**src/rtl/instr_fetch.sv**
```systemverilog
// Instruction fetch unit: a small register-file program memory plus a
// fetch/hold/halt sequencer that presents one instruction at a time to the
// consumer through a registered instruction/valid handshake.
module instr_fetch #(
  parameter int INSTR_WIDTH = 20,
  parameter int ADDR_BITS   = 5
) (
  input  logic                   clk,
  input  logic                   rst,
  input  logic                   start,
  input  logic                   next,
  input  logic                   prog_we,
  input  logic [ADDR_BITS-1:0]   prog_addr,
  input  logic [INSTR_WIDTH-1:0] prog_data,
  output logic [INSTR_WIDTH-1:0] instruction,
  output logic                   instr_valid,
  output logic [ADDR_BITS-1:0]   pc,
  output logic                   done
);

  localparam int DEPTH = 2 ** ADDR_BITS;
  localparam logic [ADDR_BITS-1:0]   PC_ZERO   = '0;
  localparam logic [ADDR_BITS-1:0]   PC_ONE    = ADDR_BITS'(1);
  localparam logic [ADDR_BITS-1:0]   PC_LAST   = '1;
  localparam logic [INSTR_WIDTH-1:0] INSTR_ZERO = '0;

  typedef enum logic [1:0] {
    ST_IDLE  = 2'b00,
    ST_FETCH = 2'b01,
    ST_HOLD  = 2'b10,
    ST_HALT  = 2'b11
  } state_t;

  state_t                 state_q, state_d;
  logic [ADDR_BITS-1:0]   pc_q, pc_d;
  logic [INSTR_WIDTH-1:0] instr_q, instr_d;
  logic                   valid_q, valid_d;
  logic                   done_q, done_d;

  // Program memory has no reset: contents persist across rst and are
  // undefined until the loader writes them.
  logic [INSTR_WIDTH-1:0] mem_q [DEPTH];
  logic                   mem_we_s;
  logic [INSTR_WIDTH-1:0] fetch_word_s;
  logic                   fetch_is_halt_s;

  // A word whose two top bits are zero marks the end of the program.
  function automatic logic is_halt_word(input logic [INSTR_WIDTH-1:0] word);
    return (word[INSTR_WIDTH-1 -: 2] == 2'b00);
  endfunction

  // Loader writes are accepted only while the sequencer is parked, and never
  // on an edge where reset is held.
  always_comb begin
    mem_we_s = 1'b0;
    if (prog_we && !rst && ((state_q == ST_IDLE) || (state_q == ST_HALT))) begin
      mem_we_s = 1'b1;
    end else begin
      mem_we_s = 1'b0;
    end
  end

  // Synchronous write port of the program memory.
  always_ff @(posedge clk) begin
    if (mem_we_s) begin
      mem_q[prog_addr] <= prog_data;
    end
  end

  // Read port feeds only the instruction register.
  always_comb begin
    fetch_word_s    = mem_q[pc_q];
    fetch_is_halt_s = is_halt_word(fetch_word_s);
  end

  // Next-state and next-output logic of the fetch sequencer.
  always_comb begin
    state_d = state_q;
    pc_d    = pc_q;
    instr_d = instr_q;
    valid_d = valid_q;
    done_d  = done_q;
    case (state_q)
      ST_IDLE: begin
        valid_d = 1'b0;
        done_d  = 1'b0;
        pc_d    = PC_ZERO;
        if (start) begin
          state_d = ST_FETCH;
        end else begin
          state_d = ST_IDLE;
        end
      end
      ST_FETCH: begin
        if (fetch_is_halt_s) begin
          instr_d = INSTR_ZERO;
          valid_d = 1'b0;
          done_d  = 1'b1;
          state_d = ST_HALT;
        end else begin
          instr_d = fetch_word_s;
          valid_d = 1'b1;
          done_d  = 1'b0;
          state_d = ST_HOLD;
        end
      end
      ST_HOLD: begin
        if (next) begin
          valid_d = 1'b0;
          if (pc_q == PC_LAST) begin
            // Last address consumed: stop rather than wrap to 0.
            done_d  = 1'b1;
            instr_d = INSTR_ZERO;
            state_d = ST_HALT;
          end else begin
            pc_d    = pc_q + PC_ONE;
            state_d = ST_FETCH;
          end
        end else begin
          valid_d = 1'b1;
          state_d = ST_HOLD;
        end
      end
      ST_HALT: begin
        valid_d = 1'b0;
        instr_d = INSTR_ZERO;
        if (start) begin
          pc_d    = PC_ZERO;
          done_d  = 1'b0;
          state_d = ST_FETCH;
        end else begin
          done_d  = 1'b1;
          state_d = ST_HALT;
        end
      end
      default: begin
        state_d = ST_IDLE;
        pc_d    = PC_ZERO;
        instr_d = INSTR_ZERO;
        valid_d = 1'b0;
        done_d  = 1'b0;
      end
    endcase
  end

  // Sequencer state and registered outputs, cleared asynchronously by rst.
  always_ff @(posedge clk or posedge rst) begin
    if (rst) begin
      state_q <= ST_IDLE;
      pc_q    <= PC_ZERO;
      instr_q <= INSTR_ZERO;
      valid_q <= 1'b0;
      done_q  <= 1'b0;
    end else begin
      state_q <= state_d;
      pc_q    <= pc_d;
      instr_q <= instr_d;
      valid_q <= valid_d;
      done_q  <= done_d;
    end
  end

  assign instruction = instr_q;
  assign instr_valid = valid_q;
  assign pc          = pc_q;
  assign done        = done_q;

endmodule

```
**config.mk**
```make
export PLATFORM = sky130hd
export DESIGN_NAME = instr_fetch
export DESIGN_NICKNAME = d
export VERILOG_FILES = /design/src/rtl/instr_fetch.sv
export SDC_FILE = /design/constraint.sdc
export NUM_CORES = 1
export LEC_CHECK = 0
export ABC_AREA = 1
export CELL_PAD_IN_SITES_DETAIL_PLACEMENT = 1
export CELL_PAD_IN_SITES_GLOBAL_PLACEMENT = 1
export CORE_UTILIZATION = 55
export DETAILED_ROUTE_END_ITERATION = 6
export HOLD_SLACK_MARGIN = 0.06
export PLACE_DENSITY_LB_ADDON = 0.1
export SLEW_MARGIN = 5
export SYNTH_ARGS = -nofsm -noshare
export SYNTH_HDL_FRONTEND = slang
export SYNTH_SLANG_ARGS = --single-unit
```
**constraint.sdc**
```tcl
create_clock -name clk -period 4.11 [get_ports clk]
set_clock_uncertainty 0.15 [all_clocks]
set_input_delay 0.411 -clock clk [delete_from_list [all_inputs] [get_ports clk]]
set_output_delay 0.411 -clock clk [all_outputs]
set_load 0.02 [all_outputs]
```
# --- Yosys cells after proc, flatten, opt, wreduce, memory -nomap -nowiden ---
# Memory sizes are Yosys's and may differ from the RTL's.
# Index checks and enable logic that the tools add are counted.
word_totals:
  reg_bits: 29
  mem_bits_rw: 640
  in_bits: 30
  out_inout_bits: 27
  memories: 1
classes:
  n_addsub: 1
  n_eq_ne: 8
  muxes: 25
  reduce_logical: 12
mem_list:
  columns: ["memory", "depth", "width", "rd", "rd_clocked_by_memory_dff", "write_ports", "line_no", "text"]
  rows:
  - ["mem_q", 32, 20, 1, 0, 1, "42", "logic [INSTR_WIDTH-1:0] mem_q [DEPTH];"]
op_table:
  columns: ["cell", "n"]
  rows:
  - ["two-way mux 20 bit", 3]
  - ["one-hot mux 20 bit (3 select lines)", 1]
  - ["two-way mux 5 bit", 3]
  - ["one-hot mux 5 bit (3 select lines)", 1]
  - ["two-way mux 1 bit", 11]
  - ["!= test 2 bit, second input constant", 4]
  - ["one-hot mux 2 bit (4 select lines)", 1]
  - ["two-way mux 2 bit", 3]
  - ["nonzero test 3 bit", 2]
  - ["adder 5 x 1 -> 5 bit, second input constant", 1]
  - ["== test 5 bit, second input constant", 1]
  - ["== test 2 bit, second input constant", 2]
  - ["zero test 2 bit", 2]
  - ["one-hot mux 1 bit (4 select lines)", 1]
  - ["AND reduction 4 bit", 1]
  - ["one-hot mux 1 bit (3 select lines)", 1]
  - ["AND reduction 3 bit", 1]
  - ["== test 2 x 1 -> 1 bit, second input constant", 1]
  - ["logical AND 1 bit", 2]
  - ["AND reduction 2 bit", 1]
  - ["OR reduction 2 bit", 1]
  - ["zero test 1 bit", 1]
  - ["logical OR 1 bit", 1]

# --- Logic depth before layout (Yosys ltp) ---
depth:
  depth_word: 6
  mapped_depth: 14
  mapped_depth_nobuf: 12

# --- Least setup slack after synthesis ---
# Ideal clock, no wire load.
synth_path:
  kind: "input -> register"
  from: "input port rst"
  to: "memory mem_q[0][0], enable pin"
  arrival_ns: 2.465
  required_ns: 3.563
  path_slack_ns: 1.098
  path_stages: 5
  path_buffers: 0
  cell_sequence: "inv_1 -> nand2_1 -> nor2_1 -> nand3_1 -> nor2_1"
synth_via:
  elab_chain_len: 6
synth_rtl:
  columns: ["element", "line_no", "text"]
  rows:
  - ["start: declaration", "9", "input logic rst,"]
  - ["zero test 1 bit (no source line)", null, null]
  - ["logical AND 1 bit (2 in a row)", "56", "if (prog_we && !rst && ((state_q == ST_IDLE) || (state_q == ST_HALT))) begin"]
  - ["two-way mux 1 bit", "56", null]
  - ["two-way mux 1 bit", "65", "if (mem_we_s) begin"]
  - ["two-way mux 1 bit (implied by the code)", "66", "mem_q[prog_addr] <= prog_data;"]
  - ["end: declaration", "42", null]
# Every way passes these cells.

# --- Final worst setup path ---
layout_path:
  from: "register pc_q[0] (netlist: pc[0])"
  to: "register instr_q[0] (netlist: instruction[0])"
layout_via:
  elab_chain_len: 4
layout_rtl:
  columns: ["element", "line_no", "text"]
  rows:
  - ["start: declaration", "35", "logic [ADDR_BITS-1:0] pc_q, pc_d;"]
  - ["start signal: assignment", "156", "pc_q <= pc_d;"]
  - ["memory (32 x 20 bit)", null, null]
  - ["zero test 2 bit", "49", "return (word[INSTR_WIDTH-1 -: 2] == 2'b00);"]
  - ["two-way mux 20 bit", "95", "if (fetch_is_halt_s) begin"]
  - ["one-hot mux 20 bit (3 select lines)", "83", "case (state_q)"]
  - ["end signal: assignment", "157", "instr_q <= instr_d;"]
  - ["end: declaration", "36", "logic [INSTR_WIDTH-1:0] instr_q, instr_d;"]
# Several ways; a longest one is shown, not always the timed one.
# A chain may end at the register's enable or synchronous reset.

==> out/results.tsv <==
metric	value	unit
fin_crit	3.20	ns
path_class	register to register	
synth_top_area_share	0.704	
synth.most_common_cell	nand2_1	
maxCapViolCount	0	
syn_area_per_cell	12.1	um^2
synthSimpleGateAreaFrac	0.205	
synthesis.nets	2301	
hold_viol	0	
fp-row-count	81	
crit_top_cell	nand3_1	
antenna_found_initial	0	
drt_pre_antenna_iters	5	
num-nets-final	2361	
gr-total-overflow	0	
cts_tree	yes	
synth-adder-area-share	0.00321	
tns	0	ns
synthArstFlopShare	0.0433	
met2_usage	0.569	
coreArea	49000	um^2
wl	85.0	mm
htree_levels	3	
synth_top_cell_by_area	edfxtp_1	
critical_path.top_delay_family	buffers and inverters	
dp_hpwl	47.5	mm
cts.sinks	669	
status	complete, no violations	
power.leakage	11.0	nW
synth_xor_area_frac	0.000321	
vias	18800	
gr-usage-met1	0.458	
initial_utilization	0.558	
start_kind	register	
cp_cell_sequence	inv_8, buf_4, nand2_1, nand3_1, nand3_1, nand3_1, a21oi_1, a21oi_1, nand3_1, nand2_1	
grt_pass1_vias	19700	
fp.dieArea	50500	um^2
viasPerCell	6.18	
slew_violations	0	
wl_per_cell	28.0	um
required	4.49	ns
grt_setup_unrepaired	false	
cts_setup_buffers	0	
numCtsBuffers	70	
utilization	0.630	
io_buffers	56	
drt_iter0_drc	2002	
grt_pass1_wl	125	mm
grt_start_max_net_pins	180	
synth-seq-cells	669	
worstPathArrival	3.58	ns
cp_max_fo	98	
gp_congestion	0.842	
num_antenna_cells	0	
crit_slowest_cell	dfrtp_4	
fmax	0.313	GHz
synth-compound-area-share	0.0199	
setup_viol	0	
drcViolationCount	0	
ys_top_cells_by_count	677 x nand2_1, 640 x edfxtp_1, 537 x nand3_1	
seq_area_frac_synth	0.731	
synth_top_family_by_area	simple AND/OR/NAND/NOR gates	
worst-path-buf-inv	2	
critical_path.max_stage_delay	0.73	ns
ctsResizeCount	0	
drive_gt1_frac	0.0952	
die_h	225	um
grt_util_met3	0.0523	
min_path_type	input port to async pin	
yosysWarnings	0	
fin_crit_sh	0.778	
ys_types	29	
synthCells	2264	
p_per_area	554	nW/um^2
die_x	225	um
ios	57	
worstSetupEndpointType	register	
cts.clk_slew.worst_paths	0.06	ns
ir_worst_vdd	412	uV
cts_hold_buf	0	
max_slew.worst_pin.slew	1.31	ns
relSlewSlack	0.124	
whs	0.149	ns
ant_nets	0	
yosys-top-cells-area	edfxtp_1 70%, nand3_1 9.8%, nand2_1 9.3%, dfrtp_1 2.7%, a21oi_1 1.1%	
fin_cells	3039	
synth_edf_count	640	
syn-cell-area	27300	um^2
grt_use_total	0.344	
ys.flop_type	edfxtp_1	
clkLatencyLatePin	0.61	ns
dp.cells	2916	
grt.busiest_layer	met2	
areaGrowthSynthToFinish	13.0	%
synthMuxAreaShare	0	
cts_max_path_buffers	3	
root_buffer	clkbuf_16	
[placed cells by master (no fill, tap or decap), types with 10 or more instances in the layout]
| cell | instances |
|---|---|
| nor3_1 | 10 |
| o21ai_2 | 10 |
| buf_4 | 54 |
| buf_12 | 18 |
| or2_1 | 13 |
| clkdlybuf4s50_1 | 54 |
| dfrtp_1 | 25 |
| a21oi_1 | 59 |
| nand3_1 | 537 |
| nor2_2 | 32 |
| clkinv_2 | 11 |
| o21ai_0 | 10 |
| clkbuf_16 | 73 |
| clkbuf_1 | 20 |
| edfxtp_1 | 640 |
| inv_1 | 54 |
| nor2_1 | 11 |
| nand2_1 | 677 |
[registers in the layout, indices dropped and copies added, names as in the netlist]
name	flops
done	1
instr_valid	1
instruction	20
mem_q	640
pc	5
state_q	2
[logic make-up after synthesis]
| group | Yosys count |
|---|---|
| flops | 669 |
| simple gates | 1291 |
| xor+xnor | 1 |
| fa+ha+maj | 7 |
| buf+inv | 199 |
| compound gates | 97 |
[power breakdown]
| group | internal, W | switching, W |
|---|---|---|
| clock network | 0.00360 | 0.00258 |
| registers | 0.00764 | 0.000187 |
| logic | 0.000918 | 0.00217 |
| total | 0.0122 | 0.00493 |
[final timing paths]
check,start,endpoint,slack [ns],cells after the start
worst max-delay path,pc[0],instruction[0],0.91,10
min in group clk,prog_data[5],mem_q[21][5],0.25,1
worst min register to register,done,done,0.34,2
worst min-delay path,rst,instruction[7],0.15,3
max in group asynchronous,rst,pc[1],3.18,3
worst max register to register,pc[0],instruction[0],0.91,10
[cell type report]
class / count / area [um^2]
Timing Repair Buffer: 128 / 1320
Clock inverter: 28 / 264
Clock buffer: 95 / 1930
Multi-Input combinational cell: 1396 / 6320
Sequential cell: 669 / 20000
Fill cell: 4872 / 18100
Inverter: 59 / 235
Tap cell: 664 / 831
[stage by stage]
step	worst slack, ns	instance area [um^2]	total power, W
floorplan	1.10	27300	0.00993
global placement	1.07	28700	0.0108
detailed placement	0.974	28700	0.0110
CTS	0.988	30900	0.0171
global route	0.825	30800	0.0176
finish	0.913	30800	0.0171
[worst min-delay path, delay by kind of cell]
| family | cells | cell delay [ns] |
|---|---|---|
| buffers and inverters | 3 | 0.96 |
[metal layers]
layer / routed length, um / up-vias
met5: 0 / -
met4: 3160 / 0
met1: 33600 / 9603
met3: 6610 / 188
li1: - / 8103
met2: 41600 / 878
(Power assumes the default switching activity.)
